## config.mk

```make
export PLATFORM = sky130hd
export DESIGN_NAME = lif_neuron
export DESIGN_NICKNAME = d
export VERILOG_FILES = /design/src/rtl/lif_neuron.sv
export SDC_FILE = /design/constraint.sdc
export NUM_CORES = 1
export LEC_CHECK = 0
export ABC_AREA = 1
export CAP_MARGIN = 5
export CELL_PAD_IN_SITES_DETAIL_PLACEMENT = 0
export CELL_PAD_IN_SITES_GLOBAL_PLACEMENT = 1
export CORE_ASPECT_RATIO = 1.1
export CORE_MARGIN = 1.5
export CORE_UTILIZATION = 43
export CTS_CLUSTER_SIZE = 8
export DETAILED_ROUTE_END_ITERATION = 12
export GPL_ROUTABILITY_DRIVEN = 0
export PLACE_DENSITY = 0.9
export SYNTH_ARGS = -nofsm -noshare
export SYNTH_HDL_FRONTEND = slang
export SYNTH_SLANG_ARGS = --single-unit
```

## constraint.sdc

```tcl
create_clock -name clk -period 7.25 [get_ports clk]
set_input_delay 2.175 -clock clk [delete_from_list [all_inputs] [get_ports clk]]
set_output_delay 2.175 -clock clk [all_outputs]
set_load 0.05 [all_outputs]
```

## src/rtl/lif_neuron.sv

```systemverilog
// ---------------------------------------------------------------------------
// lif_neuron -- leaky integrate-and-fire neuron stage.
//
// On each time-step strobe the neuron does the following:
//   - It leaks the membrane potential by an arithmetic right shift.
//   - It adds the synaptic current from the upstream MAC.
//   - It saturates the result to 16-bit signed.
// When the saturated potential reaches THRESH, the neuron emits a one-cycle
// spike, clears the potential and enters a refractory period of REFRACT
// strobes. During that period incoming current is discarded.
//
// Parameters:
//   THRESH      signed firing threshold (fire when potential >= THRESH)
//   LEAK_SHIFT  leak term is v >>> LEAK_SHIFT (1..15)
//   REFRACT     refractory length in strobes, 0 = none (0..15)
//
// Ports:
//   clk          in   system clock, rising edge
//   rst          in   asynchronous active-high reset
//   in_valid     in   time-step strobe
//   in_current   in   16-bit signed synaptic current
//   spike_out    out  registered one-cycle fire pulse
//   v_mem        out  registered 16-bit signed membrane potential
//   refractory   out  high while the refractory counter is non-zero
//   spike_count  out  16-bit saturating fire count (only with the macro)
//
// Optional feature macro: LIF_SPIKE_COUNT_EN. When it is defined, the
// spike_count port and its counter are built.
// ---------------------------------------------------------------------------
module lif_neuron #(
  parameter logic signed [15:0] THRESH     = 16'sd256,
  parameter int                 LEAK_SHIFT = 4,
  parameter int                 REFRACT    = 3
) (
  input  logic               clk,
  input  logic               rst,
  input  logic               in_valid,
  input  logic signed [15:0] in_current,
  output logic               spike_out,
  output logic signed [15:0] v_mem,
  output logic               refractory
`ifdef LIF_SPIKE_COUNT_EN
  ,
  output logic        [15:0] spike_count
`endif
);

  typedef enum logic {
    ST_INTEG   = 1'b0,
    ST_REFRACT = 1'b1
  } state_t;

  localparam logic [3:0] REFRACT_C = 4'(REFRACT);

  state_t             state_q;
  logic signed [15:0] v_q;
  logic               spike_q;
  logic               refr_q;
  logic [3:0]         cnt_q;

  logic signed [17:0] v_ext_s;
  logic signed [17:0] leak_s;
  logic signed [17:0] cur_ext_s;
  logic signed [17:0] v_next_s;
  logic signed [15:0] v_sat_d;
  logic               fire_s;
  logic [3:0]         cnt_dec_s;

  // Leak, integrate and saturate; 18 bits hold the worst-case sum without wrap.
  always_comb begin
    v_ext_s   = {{2{v_q[15]}}, v_q};
    cur_ext_s = {{2{in_current[15]}}, in_current};
    leak_s    = v_ext_s >>> LEAK_SHIFT;
    v_next_s  = v_ext_s - leak_s + cur_ext_s;
    if (v_next_s > 18'sd32767) begin
      v_sat_d = 16'sh7FFF;
    end else if (v_next_s < -18'sd32768) begin
      v_sat_d = 16'sh8000;
    end else begin
      v_sat_d = v_next_s[15:0];
    end
    // Threshold is compared on the saturated value; equality fires.
    fire_s    = (v_sat_d >= THRESH);
    cnt_dec_s = cnt_q - 4'd1;
  end

  // Neuron state machine: potential, spike pulse and refractory countdown.
  always_ff @(posedge clk or posedge rst) begin
    if (rst) begin
      state_q <= ST_INTEG;
      v_q     <= 16'sd0;
      spike_q <= 1'b0;
      refr_q  <= 1'b0;
      cnt_q   <= 4'd0;
    end else begin
      // The spike is a single-cycle pulse unless re-armed below.
      spike_q <= 1'b0;
      if (in_valid) begin
        case (state_q)
          ST_INTEG: begin
            if (fire_s) begin
              spike_q <= 1'b1;
              v_q     <= 16'sd0;
              cnt_q   <= REFRACT_C;
              refr_q  <= (REFRACT_C != 4'd0);
              state_q <= (REFRACT_C != 4'd0) ? ST_REFRACT : ST_INTEG;
            end else begin
              v_q <= v_sat_d;
            end
          end
          ST_REFRACT: begin
            // The current is discarded; the strobe that reaches 0 is dropped too.
            v_q    <= 16'sd0;
            cnt_q  <= cnt_dec_s;
            refr_q <= (cnt_dec_s != 4'd0);
            if (cnt_dec_s == 4'd0) begin
              state_q <= ST_INTEG;
            end else begin
              state_q <= ST_REFRACT;
            end
          end
          default: begin
            state_q <= ST_INTEG;
            v_q     <= 16'sd0;
            cnt_q   <= 4'd0;
            refr_q  <= 1'b0;
          end
        endcase
      end else begin
        state_q <= state_q;
      end
    end
  end

  assign spike_out  = spike_q;
  assign v_mem      = v_q;
  assign refractory = refr_q;

`ifdef LIF_SPIKE_COUNT_EN
  logic [15:0] count_q;

  // Saturating fire counter; it is cleared only by reset.
  always_ff @(posedge clk or posedge rst) begin
    if (rst) begin
      count_q <= 16'd0;
    end else if (in_valid && (state_q == ST_INTEG) && fire_s &&
                 (count_q != 16'hFFFF)) begin
      count_q <= count_q + 16'd1;
    end else begin
      count_q <= count_q;
    end
  end

  assign spike_count = count_q;
`endif

endmodule
```

==> impl_metrics.tcl, run 1 <==
set metrics [dict create \
    status "finished, final reports clean" \
    path_cells "clkdlybuf4s50_1 > fa_1 > inv_1 > fa_1 > o21ai_2 > nand3_1 > nand2_2 > nand2_1 > nand2_1 > nand2_1 > nand2_1 > nor2_2 > nor2_1 > a21oi_1 > nand3_2 > nand2_2 > nand2_2 > o21ai_0" \
    clk_latency_ns 0.26 \
    dr.first_iter.drc_count 140 \
    cpMaxStageDelayCell "nor2_1" \
    final-setup-viol-count 0 \
    maxSlewViolCount 0 \
    ant_nets 0 \
    grt_overflow 0 \
    postCtsSetupBuffers 0 \
    grt_pass1_vias 2377 \
    reg2reg_depth 16 \
    ys_ff_latch 23 \
    post_cts_resized 0 \
    finalClockSkew_ns 0.00531 \
    place_hpwl_um 5370 \
    synth_largest_area_cell "dfrtp_1" \
    tightest_slew_ns 0.871 \
    area_growth_pct 17.7 \
    synthTopCellsByArea "dfrtp_1 (21%), nand2_1 (16%), inv_1 (13%), fa_1 (11%), ha_1 (10%)" \
    setup_tns_ns 0 \
    max_freq_mhz 175 \
    critPathRequiredTime_ns 7.39 \
    min_from "v_mem[0]$_DFFE_PP0P_" \
    r2r_end "v_mem[12]$_DFFE_PP0P_" \
    crit_path_end_kind "flop" \
    htreeDepth 1 \
    fin_nets 494 \
    clkSlewWorstSetupHoldPaths_ns 0.08 \
    synth_cells 401 \
    min_path_cells 2 \
    grt_max_degree 24 \
    timing.final.crit_share 0.789 \
    ff2ff_setup_slack_ns 3.34 \
    path_max_fanout 14 \
    drive_gt1_frac 0.0847 \
    min_to "v_mem[0]$_DFFE_PP0P_" \
    synth_top_cell_area_share 0.211 \
    startpoint_type "input pin" \
    rsz0062_at_grt "no" \
    cts_tree "yes" \
    hold_class "flop to flop" \
    port_buffers 36 \
    worst_slew_margin_rel 0.419 \
    row_count 30 \
    arrival_ns 5.86 \
    grt_pass1_wl_um 10800 \
    diodes 0 \
    wl_per_cell_um 12.3 \
    antenna_found_initial 0 \
    cts_buffers 3 \
    die_w_um 79.0 \
    viasPerCell 4.73 \
    critPathMaxStageDelay_ns 0.60 \
    vias 2447 \
    ys_seq_area_frac 0.211 \
    r2r_start "v_mem[15]$_DFFE_PP0P_" \
    hold_buffers 0 \
    post-route-min-period_ns 5.72 \
    first_pass_iters 4 \
    die_h_um 86.6 \
    hold_viol_final 0 \
    track_usage 0.198 \
    drv_cap 0 \
    pin_count 37 \
    core_area_um2 6160 \
    synth_fp_nets 457 \
    die-area_um2 6850 \
    avgSynthCellArea_um2 6.82 \
    cts.sinks 23 \
    routed_wl_um 6350 \
    synth_warnings 0 \
    netlist_area_um2 2730 \
    start_util 0.444 \
    path_class "input pin to flop" \
    synthDistinctLibCells 30 \
    drc_errors 0 \
    cpMostUsedCell "nand2_1" \
    cts_root_buffer "clkbuf_8" \
    cts_buffer_depth 2 \
]
==> sequential cells by signal, indices dropped and copies added, names as in the netlist <==
signal	flops
refractory	1
v_mem	16
spike_out	1
state_q	1
cnt_q	4
==> synthesized netlist by cell type <==
library cell  instances
nand2_1             118
buf_6                 1
or2_1                 1
and2_2                1
o21ai_2              11
nand3b_4              1
clkbuf_1              3
dfrtp_1              23
o21ai_0               8
nand4_1               3
xor2_1                9
and2_1                1
o31ai_1               1
nor3_1                2
nand3_2               4
nand3_1              19
nor2_2                2
or2_2                 1
nand2_4               2
o21bai_1              2
fa_1                 15
inv_2                 4
and3_1                1
nor2_1               16
inv_1                97
ha_1                 22
nand2_2               7
xnor2_1               3
a21oi_1              22
a21oi_2               1
==> critical path: cells and delay by family <==
family,cells,cell delay (ns)
AOI/OAI and AO/OA,3,0.48
adders and majority gates,2,1.03
buffers and inverters,2,0.50
and+or+nand+nor,11,1.67
==> per-stage QoR <==
stage	cells	hold slack [ns]	instance area, um^2	util	setup WS [ns]
final	517	0.519	3220	0.523	1.53
after global routing	517	0.553	3220	0.523	1.20
after CTS	517	0.526	3220	0.523	1.56
after detailed placement	513	0.502	3170	0.515	1.28
after global placement	513	0.506	3170	0.515	1.33
after floorplan	401	0.488	2730	-	2.52
==> layout by cell type, fill, tap and decap left out <==
cell type / netlist / routed
dfrtp_1: 23 / 23
nor2_2: 2 / 2
and2_2: 1 / 1
nand3b_4: 1 / 1
nand3_1: 19 / 19
nand4_1: 3 / 3
clkdlybuf4s50_1: 0 / 36
a21oi_1: 22 / 22
ha_1: 22 / 22
o21ai_2: 11 / 11
o31ai_1: 1 / 1
nor3_1: 2 / 2
or2_2: 1 / 1
or2_1: 1 / 1
xor2_1: 9 / 9
fa_1: 15 / 15
clkbuf_1: 3 / 1
inv_1: 97 / 97
a21oi_2: 1 / 1
nand3_2: 4 / 4
clkbuf_8: 0 / 3
and2_1: 1 / 1
nand2_4: 2 / 2
and3_1: 1 / 1
inv_2: 4 / 4
nor2_1: 16 / 16
nand2_1: 118 / 118
o21ai_0: 8 / 8
xnor2_1: 3 / 3
o21bai_1: 2 / 2
nand2_2: 7 / 7
==> area by class of cell <==
class	count	area, um^2
well taps	80	100
flip-flops and latches	23	576
multi-input cells	273	1760
clock buffers	4	45.0
repair buffers	36	360
inverters	101	379
fillers	643	2940
==> worst max-delay path by stage <==
stage                     slack, ns      startpoint                     to
final                          1.53   in_current[1]  v_mem[12]$_DFFE_PP0P_
after global routing           1.20   in_current[4]  v_mem[14]$_DFFE_PP0P_
after CTS                      1.56  in_current[11]  v_mem[12]$_DFFE_PP0P_
after detailed placement       1.28   in_current[1]  v_mem[12]$_DFFE_PP0P_
after global placement         1.33  in_current[14]  v_mem[13]$_DFFE_PP0P_
after floorplan                2.52   in_current[1]   v_mem[0]$_DFFE_PP0P_
==> routing by layer <==
metal / up-vias / track usage / part of all wire
met5: - / 0 / 0
met3: 10 / 0.00737 / 0.017
met4: 0 / 0.0494 / 0.012
met2: 38 / 0.331 / 0.46
li1: 1284 / - / -
met1: 1115 / 0.282 / 0.51
==> cells by family (layout without fill, tap and decap cells) <==
logic type	Yosys count	count (layout)	share of synthesized area
AO/OA/AOI/OAI	45	45	0.102
flip-flops	23	23	0.211
AND/OR/NAND/NOR	179	179	0.292
XOR/XNOR	12	12	0.0384
buffers and inverters	105	141	0.147
adder cells (fa/ha/maj)	37	37	0.211
Power of run 1 is left out: the tool's default activity adds up to more than one toggle a clock period on the data nets, which glitch-free logic cannot reach.
==> inputs of run 2 (changes only) <==
--- a/config.mk
+++ b/config.mk
@@ -11,11 +11,11 @@
 export CELL_PAD_IN_SITES_GLOBAL_PLACEMENT = 1
 export CORE_ASPECT_RATIO = 1.1
 export CORE_MARGIN = 1.5
-export CORE_UTILIZATION = 43
+export CORE_UTILIZATION = 36
 export CTS_CLUSTER_SIZE = 8
 export DETAILED_ROUTE_END_ITERATION = 12
 export GPL_ROUTABILITY_DRIVEN = 0
-export PLACE_DENSITY = 0.9
+export PLACE_DENSITY = 0.81
 export SYNTH_ARGS = -nofsm -noshare
 export SYNTH_HDL_FRONTEND = slang
 export SYNTH_SLANG_ARGS = --single-unit
==> constraint.sdc (replaced) <==
create_clock -name clk -period 4.9 [get_ports clk]
set_input_delay 1.47 -clock clk [delete_from_list [all_inputs] [get_ports clk]]
set_output_delay 1.47 -clock clk [all_outputs]
set_load 0.05 [all_outputs]
==> impl_metrics.tcl, run 2 (synthesis gave the netlist of run 1 again) <==
set metrics [dict create \
    hold_buffers 0 \
    instances_no_fill 527 \
    antenna_found_initial 0 \
    finalClockSkew_ns 0.00597 \
    tightest_slew_ns 0.830 \
    row_count 33 \
    largest_reg_flops 16 \
    status "finished, final reports clean" \
    htreeDepth 1 \
    crit_family "simple AND/OR/NAND/NOR gates" \
    timing.final.crit_share 0.923 \
    startpoint_type "input pin" \
    pre_cts_slack_ns 0.0987 \
    final-setup-viol-count 0 \
    reg2reg_depth 19 \
    post_cts_resized 0 \
    postCtsSetupBuffers 0 \
    viasPerCell 4.64 \
    grt_pass1_wl_um 11500 \
    cts.sinks 23 \
    final_common_cell "nand2_1" \
    critPathRequiredTime_ns 5.09 \
    ant_nets 0 \
    critPathLaunch "in_current[10]" \
    clkSlewWorstSetupHoldPaths_ns 0.08 \
    cp.buffers_inverters 4 \
    port_buffers 36 \
    track_usage 0.176 \
    first_pass_iters 4 \
    dr.first_iter.drc_count 123 \
    grt_overflow 0 \
    drc_errors 0 \
    worst_slew_margin_rel 0.446 \
    r2r_end "v_mem[5]$_DFFE_PP0P_" \
    critPathMaxStageDelay_ns 0.54 \
    cts_buffers 3 \
    placed_cells 523 \
    start_util 0.370 \
    cts_tree "yes" \
    r2r_start "v_mem[4]$_DFFE_PP0P_" \
    core_area_um2 7390 \
    routed_wl_um 6610 \
    area_growth_pct 18.8 \
    die_h_um 94.4 \
    path_max_fanout 10 \
    pin_count 37 \
    post-route-min-period_ns 4.52 \
    fin_nets 497 \
    maxSlewViolCount 0 \
    setup_slack_ns 0.375 \
    hold_viol_final 0 \
    setup_tns_ns 0 \
    crit_path_end_kind "flop" \
    wl_per_cell_um 12.5 \
    vias 2443 \
    cts_buffer_depth 2 \
    path_cells "clkdlybuf4s50_1 > inv_1 > fa_1 > inv_1 > ha_1 > nand2_1 > nand2_1 > nand2_1 > nand2_1 > a21oi_1 > nand4_1 > nand2_4 > nand2_4 > a21oi_1 > nand3_2 > nand2_2 > nand2_2 > buf_4 > o21ai_2" \
    cpMostUsedCell "nand2_1" \
    arrival_ns 4.71 \
    grt_pass1_vias 2457 \
    clk_latency_ns 0.26 \
    cp_num_cells 19 \
    cts_root_buffer "clkbuf_8" \
    diodes 0 \
    final_cell_mix "nand2_1 (118), inv_1 (97), clkdlybuf4s50_1 (36), dfrtp_1 (23)" \
    hold_class "flop to flop" \
    place_hpwl_um 5680 \
    grt_max_degree 24 \
    ff2ff_setup_slack_ns 1.51 \
    path_class "input pin to flop" \
    max_freq_mhz 221 \
    die_w_um 86.1 \
    rsz0062_at_grt "no" \
    die-area_um2 8130 \
    drive_gt1_frac 0.0909 \
    drv_cap 0 \
    cpMaxStageDelayCell "fa_1" \
    cp-endpoint "v_mem[5]$_DFFE_PP0P_" \
]
==> run 2: through the flow <==
stage	hold WS [ns]	area [um^2]	utilization
after floorplan	0.488	2730	-
after global placement	0.497	3200	0.433
after detailed placement	0.501	3200	0.433
after CTS	0.527	3250	0.439
after global routing	0.565	3250	0.439
final	0.519	3250	0.439
==> run 2: final cells by class <==
class | count | area, um^2
Timing Repair Buffer | 39 | 383
Multi-Input combinational cell | 273 | 1760
Clock buffer | 4 | 45.0
Tap cell | 87 | 109
Inverter | 101 | 379
Fill cell | 782 | 4140
Sequential cell | 23 | 576
==> run 2: worst min-delay path by stage <==
stage,startpoint,to,cells past startpoint
after floorplan,cnt_q[3]$_DFFE_PP0P_,cnt_q[3]$_DFFE_PP0P_,2
after global placement,refractory$_DFFE_PP0P_,refractory$_DFFE_PP0P_,2
after detailed placement,refractory$_DFFE_PP0P_,refractory$_DFFE_PP0P_,2
after CTS,refractory$_DFFE_PP0P_,refractory$_DFFE_PP0P_,2
after global routing,refractory$_DFFE_PP0P_,refractory$_DFFE_PP0P_,2
final,refractory$_DFFE_PP0P_,refractory$_DFFE_PP0P_,2
==> run 2: worst min-delay path: stages, from the launching register on <==
cell,delay [ns]
dfrtp_1,0.35
nand3_1,0.07
nand2_1,0.06
==> run 2: per-layer routing <==
layer	track usage	vias up	routed length, um
li1	-	1291	-
met1	0.252	1116	3320
met4	0.0497	0	104
met2	0.291	30	3100
met3	0.00612	6	77
met5	0	-	0
Power of run 2 is left out for the same reason.
